===== src/rtl/poly_tone_generator.sv =====
// Multi-channel square-wave tone generator: per-channel period/duty/duration,
// shared write port, registered square outputs and a popcount mix.
module poly_tone_generator #(
  parameter int NUM_CH   = 4,
  parameter int PERIOD_W = 24,
  parameter int DUR_W    = 16,
  parameter int CH_W     = (NUM_CH > 1) ? $clog2(NUM_CH) : 1,
  parameter int MIX_W    = $clog2(NUM_CH + 1)
) (
  input  logic                clk,
  input  logic                rst,
  input  logic                global_enable,
  input  logic                tick,
  input  logic                wr_en,
  input  logic [CH_W-1:0]     wr_ch,
  input  logic [PERIOD_W-1:0] wr_period,
  input  logic [PERIOD_W-1:0] wr_duty,
  input  logic [DUR_W-1:0]    wr_dur,
  output logic [NUM_CH-1:0]   square_out,
  output logic [MIX_W-1:0]    mix_out,
  output logic [NUM_CH-1:0]   active,
  output logic [NUM_CH-1:0]   done_pulse
);

  logic [NUM_CH-1:0] square_d;
  logic [NUM_CH-1:0] done_d;
  logic [NUM_CH-1:0] active_q;
  logic [MIX_W-1:0]  mix_d;

  for (genvar gi = 0; gi < NUM_CH; gi++) begin : g_ch
    logic [PERIOD_W-1:0] period_q, period_d;
    logic [PERIOD_W-1:0] duty_q, duty_d;
    logic [PERIOD_W-1:0] cnt_q, cnt_d;
    logic [DUR_W-1:0]    dur_q, dur_d;
    logic                act_q, act_d;
    logic                done_ch_d;
    logic                wr_hit;

    // Indices beyond NUM_CH-1 match no channel, so such writes fall through.
    assign wr_hit = wr_en && (wr_ch == CH_W'(gi));

    always_comb begin
      period_d  = period_q;
      duty_d    = duty_q;
      cnt_d     = cnt_q;
      dur_d     = dur_q;
      act_d     = act_q;
      done_ch_d = 1'b0;
      if (wr_hit) begin
        period_d = wr_period;
        duty_d   = wr_duty;
        dur_d    = wr_dur;
        cnt_d    = '0;
        act_d    = (wr_dur != '0);
      end else if (global_enable && act_q) begin
        if (period_q == '0) begin
          cnt_d = '0;
        end else if (cnt_q == period_q - PERIOD_W'(1)) begin
          cnt_d = '0;
        end else begin
          cnt_d = cnt_q + PERIOD_W'(1);
        end
        // All-ones duration never counts down: the note plays until rewritten.
        if (tick && (dur_q != '1)) begin
          if (dur_q == DUR_W'(1)) begin
            dur_d     = '0;
            act_d     = 1'b0;
            done_ch_d = 1'b1;
          end else begin
            dur_d = dur_q - DUR_W'(1);
          end
        end
      end
    end

    always_ff @(posedge clk) begin
      if (rst) begin
        period_q <= '0;
        duty_q   <= '0;
        cnt_q    <= '0;
        dur_q    <= '0;
        act_q    <= 1'b0;
      end else begin
        period_q <= period_d;
        duty_q   <= duty_d;
        cnt_q    <= cnt_d;
        dur_q    <= dur_d;
        act_q    <= act_d;
      end
    end

    assign square_d[gi] = global_enable & act_q & (period_q != '0) & (cnt_q < duty_q);
    assign done_d[gi]   = done_ch_d;
    assign active_q[gi] = act_q;
  end

  // Mix is the popcount of the next square value so both registers always agree.
  always_comb begin
    mix_d = '0;
    for (int i = 0; i < NUM_CH; i++) begin
      mix_d = mix_d + MIX_W'(square_d[i]);
    end
  end

  always_ff @(posedge clk) begin
    if (rst) begin
      square_out <= '0;
      mix_out    <= '0;
      done_pulse <= '0;
    end else begin
      square_out <= square_d;
      mix_out    <= mix_d;
      done_pulse <= done_d;
    end
  end

  assign active = active_q;

endmodule


===== config.mk =====
export PLATFORM = sky130hd
export DESIGN_NAME = poly_tone_generator
export DESIGN_NICKNAME = d
export VERILOG_FILES = /design/src/rtl/poly_tone_generator.sv
export SDC_FILE = /design/constraint.sdc
export NUM_CORES = 1
export LEC_CHECK = 0
export BUFFER_PORTS_ARGS = -buffer_cell sky130_fd_sc_hd__buf_2
export CAP_MARGIN = 20
export CORE_UTILIZATION = 35
export DETAILED_ROUTE_END_ITERATION = 10
export PLACE_DENSITY = 0.47
export SLEW_MARGIN = 20
export SYNTH_ARGS = -nofsm -noshare
export SYNTH_HDL_FRONTEND = slang
export SYNTH_SLANG_ARGS = --single-unit

===== constraint.sdc =====
create_clock -name clk -period 6.7 [get_ports clk]
set_input_delay 0.335 -clock clk [delete_from_list [all_inputs] [get_ports clk]]
set_output_delay 0.335 -clock clk [all_outputs]
set_load 0.02 [all_outputs]

After elaboration in Yosys (flattened, before gate mapping)
Cells that the tools add are included.
{"block": "word_totals", "n_memories": 0, "mem_bits_ro": 0, "output_inout_bits": 15, "latch_bits": 0, "ff_bits": 367, "in_bits": 71, "mem_bits_rw": 0, "elab_cells": 174}
{"block": "op_classes", "muxes": 44, "reduce_logical": 50, "multipliers": 0, "n_bitwise": 20, "n_eq_ne": 15, "n_addsub": 15, "shift": 0, "n_div": 0, "magnitude_cmp": 4}
{"cell": "2-to-1 mux 16 bit", "count": 16}
{"cell": "2-to-1 mux 24 bit", "count": 8}
{"cell": "adder 24 x 1 -> 24 bit, second input constant", "count": 4}
{"cell": "equality test 24 bit", "count": 4}
{"cell": "logical NOT 24 bit", "count": 4}
{"cell": "less-than comparator 24 bit", "count": 4}
{"cell": "nonzero test 24 bit", "count": 4}
{"cell": "subtractor 24 x 1 -> 24 bit, second input constant", "count": 4}
{"cell": "equality test 16 x 1 -> 1 bit, second input constant", "count": 4}
{"cell": "!= test 16 bit, second input constant", "count": 4}
{"cell": "subtractor 16 x 1 -> 16 bit, second input constant", "count": 4}
{"cell": "nonzero test 2 bit", "count": 12}
{"cell": "2-to-1 mux 1 bit", "count": 20}
{"cell": "nonzero test 16 bit", "count": 1}
{"cell": "OR reduction 4 bit", "count": 4}
{"cell": "bitwise AND 1 bit", "count": 12}
{"cell": "logical AND 1 bit", "count": 12}
{"cell": "AND reduction 3 bit", "count": 4}
{"cell": "inverter 1 bit", "count": 8}
{"cell": "AND reduction 2 bit", "count": 4}
{"cell": "OR reduction 2 bit", "count": 4}
{"cell": "equality test 2 bit, second input constant", "count": 2}
{"cell": "adder 2 x 1 -> 3 bit", "count": 1}
{"cell": "adder 3 x 1 -> 3 bit", "count": 1}
{"cell": "other kinds (3)", "count": 3}

Depth between registers and ports, before layout
{"block": "depth", "depth_word": 6, "depth_mapped": 14, "ltp_nobuf": 14}

Worst setup path before layout
Ideal clock, no wire load.
{"block": "synth_timing", "path_kind": "flip-flop to flip-flop", "startpoint": "register g_ch[1].period_q[15]", "endpoint": "register mix_out[1]", "setup_time_ps": 127, "t_required_ps": 6573, "period_less_slack_ps": 3551, "stages_incl_launch_ff": 12, "n_path_buf": 1, "t_arrival_ps": 3424, "slack_ps": 3149, "cell_sequence": "dfxtp_1 or4_1 or2_2 or3_1 o311ai_0 clkbuf_1 a211o_1 nor2_1 fa_1 ha_1 ha_1 nor2b_1"}
{"block": "synth_between", "elab_chain_len": 6}
{"element": "start, declared", "line_no": "31", "rtl": "logic [PERIOD_W-1:0] period_q, period_d;"}
{"element": "start signal, assigned", "line_no": "84", "rtl": "period_q <= period_d;"}
{"element": "nonzero test 24 bit", "line_no": "92", "rtl": "assign square_d[gi] = global_enable & act_q & (period_q != '0) & (cnt_q < duty_q);"}
{"element": "bitwise AND 1 bit (2 in series)", "line_no": "92"}
{"element": "via square_d[1]", "line_no": "25", "rtl": "logic [NUM_CH-1:0] square_d;"}
{"element": "adder 1 x 1 -> 2 bit", "line_no": "101", "rtl": "mix_d = mix_d + MIX_W'(square_d[i]);"}
{"element": "adder 2 x 1 -> 3 bit", "line_no": "101"}
{"element": "adder 3 x 1 -> 3 bit", "line_no": "101"}
{"element": "via mix_d[1]", "line_no": "28", "rtl": "logic [MIX_W-1:0] mix_d;"}
{"element": "end signal, assigned", "line_no": "112", "rtl": "mix_out <= mix_d;"}
{"element": "end, declared", "line_no": "20", "rtl": "output logic [MIX_W-1:0] mix_out,"}
The timed path passes the listed nets, and every way through them passes these cells.
A chain may end at the register's enable or synchronous reset.

Worst setup path after layout
{"block": "layout_timing", "startpoint": "register g_ch[0].cnt_q[1]", "endpoint": "register mix_out[1]"}
{"block": "layout_between", "elab_chain_len": 5}
{"element": "start, declared", "line_no": "33", "rtl": "logic [PERIOD_W-1:0] cnt_q, cnt_d;"}
{"element": "start signal, assigned", "line_no": "86", "rtl": "cnt_q <= cnt_d;"}
{"element": "less-than comparator 24 bit", "line_no": "92"}
{"element": "bitwise AND 1 bit", "line_no": "92"}
{"element": "via square_d[0]", "line_no": "25"}
{"element": "adder 1 x 1 -> 2 bit", "line_no": "101"}
{"element": "adder 2 x 1 -> 3 bit", "line_no": "101"}
{"element": "adder 3 x 1 -> 3 bit", "line_no": "101"}
{"element": "via mix_d[1]", "line_no": "28"}
The timed path passes the listed nets, and every way through them passes these cells.

==> out/metrics.csv <==
metric,value,unit
diodes,0,
cp_data_required_time,7.17,ns
min_path_type,in2reg,
core,61710,um2
cts_hold_buf,0,
grt_use_total,0.2467,
setup_viol_count_final,0,
synth_top_area_share,0.3356,
mostFrequentLayoutCells,"nand2_1, dfxtp_1, a21oi_1",
synth_area_leaders,"dfxtp_1, nand2_1, ha_1",
netlist-cell-type-count,75,
final_util,0.3983,
path_clk_slew,0.06,ns
clockBufferDepth,3,
grt_pass1_vias,19400,
synth_top_area_cell,dfxtp_1,
die_x,252.1,um
final_cell_area,24580,um2
clock_latency,0.61,ns
slew_headroom,0.2899,
layout_commonest_cell,nand2_1,
dp_hpwl,54.94,mm
synthesis.nets,3069,
via_per_inst,5.631,
endpoint_kind,flop,
die_area,63560,um2
drt_iter0_drc,1852,
grt_max_degree,152,
fin_crit_sh,0.6221,
cts.sinks,367,
firstDrtPassIters,7,
initial_core_util,0.3548,
ys_seq_area_frac,0.3356,
cp.arrival,4.63,ns
io_pins,86,
gp_congestion,0.8538,
status,completed,
overflow,0,
p_leak,9.287,nW
layout.nets,3056,
antenna_found_initial,0,
clock.fmax,0.2399,GHz
die_height,252.1,um
layout-drive-gt1-share,0.08012,
postCtsSetupBuffers,0,
ys.flop_type,dfxtp_1,
synth-edff-count,0,
wl,79.73,mm
cap_violations,0,
tightest_slew,1.065,ns
synthArstFlopShare,0,
path_max_fanout,6,
synth.cell_area,21890,um2
cts_tree,yes,
netlist_instances,2883,
grt_pass1_wl,120.6,mm
routedWlPerCell,21.29,um
ys_warn_count,0,
irDropWorstVdd,0.1922,mV
start_kind,flop,
hold_viol,0,
skew,0.03086,ns
slew_violations,0,
cts_resized,0,
num_rows,91,
syn_to_final_growth,12.28,%
place_area,22910,um2
num_vias,21090,
htreeDepth,2,
cts-root-buf,clkbuf_16,
postRouteAntennaNets,0,
grt_setup_unrepaired,no,
crit_type,reg2reg,
yosys_register_bits,367,
layout_min_cycle_time,4.168,ns
port_buffers,85,
route.detailed.drc,0,
power_density,237.9,nW/um2
setup_tns,0,ns
cts_buffers,47,
syn_area_per_cell,7.594,um2
num-fill-cells,6436,
cell usage after synthesis (20+ instances only):
| cell type | count |
|---|---|
| clkbuf_1 | 147 |
| ha_1 | 114 |
| or4_1 | 23 |
| o211ai_1 | 23 |
| a31oi_1 | 46 |
| a21oi_1 | 255 |
| o21ai_0 | 59 |
| nor2_1 | 152 |
| inv_1 | 125 |
| xnor2_1 | 111 |
| nand4_1 | 54 |
| and3_1 | 44 |
| xor2_1 | 65 |
| a21o_1 | 63 |
| nand3_1 | 125 |
| o21a_1 | 21 |
| nor4_1 | 61 |
| or3_1 | 32 |
| dfxtp_1 | 367 |
| nand2_1 | 547 |
| nor2b_1 | 20 |
| nor3_1 | 103 |
power breakdown:
part	switching, mW	leakage (nW)	internal (mW)
Sequential	0.0826	2.98	2.25
Combinational	0.519	5.50	0.293
Clock	1.08	0.805	1.62
state kept, by name (all words and copies together), names as in the netlist:
name and flops:
g_ch.dur_q 64, g_ch.cnt_q 96, mix_out 3, g_ch.act_q 4, g_ch.period_q 96, g_ch.duty_q 96, square_out 4, done_pulse 4
through the flow:
stage	hold slack [ns]	worst slack [ns]	power, mW	std cells
2_1_floorplan	0.4363	3.149	2.909	2883
3_3_place_gp	0.4437	2.585	3.174	3658
3_5_place_dp	0.4475	2.435	3.182	3658
4_1_cts	0.02685	2.405	5.918	3745
5_1_grt	0.03616	2.212	6.089	3745
6_report	0.04937	2.532	5.848	3745
cells by family after synthesis:
family	share of synthesized area
AO/OA/AOI/OAI	0.1864
XOR/XNOR	0.07041
adder cells (fa/ha/maj)	0.06606
buffers and inverters	0.05206
flip-flops	0.3356
multiplexers	0.006572
AND/OR/NAND/NOR	0.2829
routing by layer:
layer / vias to the layer above / share of wire / track usage / routed length (um)
met4: 0 / 0.029 / 0.07948 / 2320
met2: 586 / 0.45 / 0.3886 / 35910
met5: - / 0 / 0 / 0
met1: 10140 / 0.47 / 0.3486 / 37610
met3: 118 / 0.049 / 0.02915 / 3890
li1: 10250 / - / - / -
final timing paths:
| check | startpoint | end | slack (ns) | depth (start not counted) |
|---|---|---|---|---|
| worst max register to register | g_ch[0].cnt_q[1] | mix_out[1] | 2.53 | 12 |
| worst max-delay path | g_ch[0].cnt_q[1] | mix_out[1] | 2.53 | 12 |
| worst min register to register | g_ch[0].duty_q[9] | g_ch[0].duty_q[9] | 0.45 | 2 |
| worst min-delay path | wr_duty[16] | g_ch[3].duty_q[16] | 0.05 | 3 |
area by class of cell:
type / count / area (um2) / area share
clock inverter: 23 / 300.3 / 0.01222
inverter: 125 / 469.2 / 0.01909
sequential: 367 / 7347 / 0.2989
timing repair buffer: 106 / 604.3 / 0.02458
clock buffer: 64 / 1360 / 0.05533
multi-input combinational: 2223 / 13450 / 0.5473
tap: 837 / 1047 / 0.04260
critical path: stages (launching register included):
cell	delay, ns
dfxtp_1	0.43
ha_1	0.27
a21o_1	0.16
a21o_1	0.17
a21o_1	0.18
a21o_1	0.16
a2111oi_0	0.49
o21ai_0	0.23
a2111oi_0	0.84
fa_1	0.54
ha_1	0.20
ha_1	0.26
nor2b_1	0.13
No activity file was read; power rests on OpenSTA's default activity.
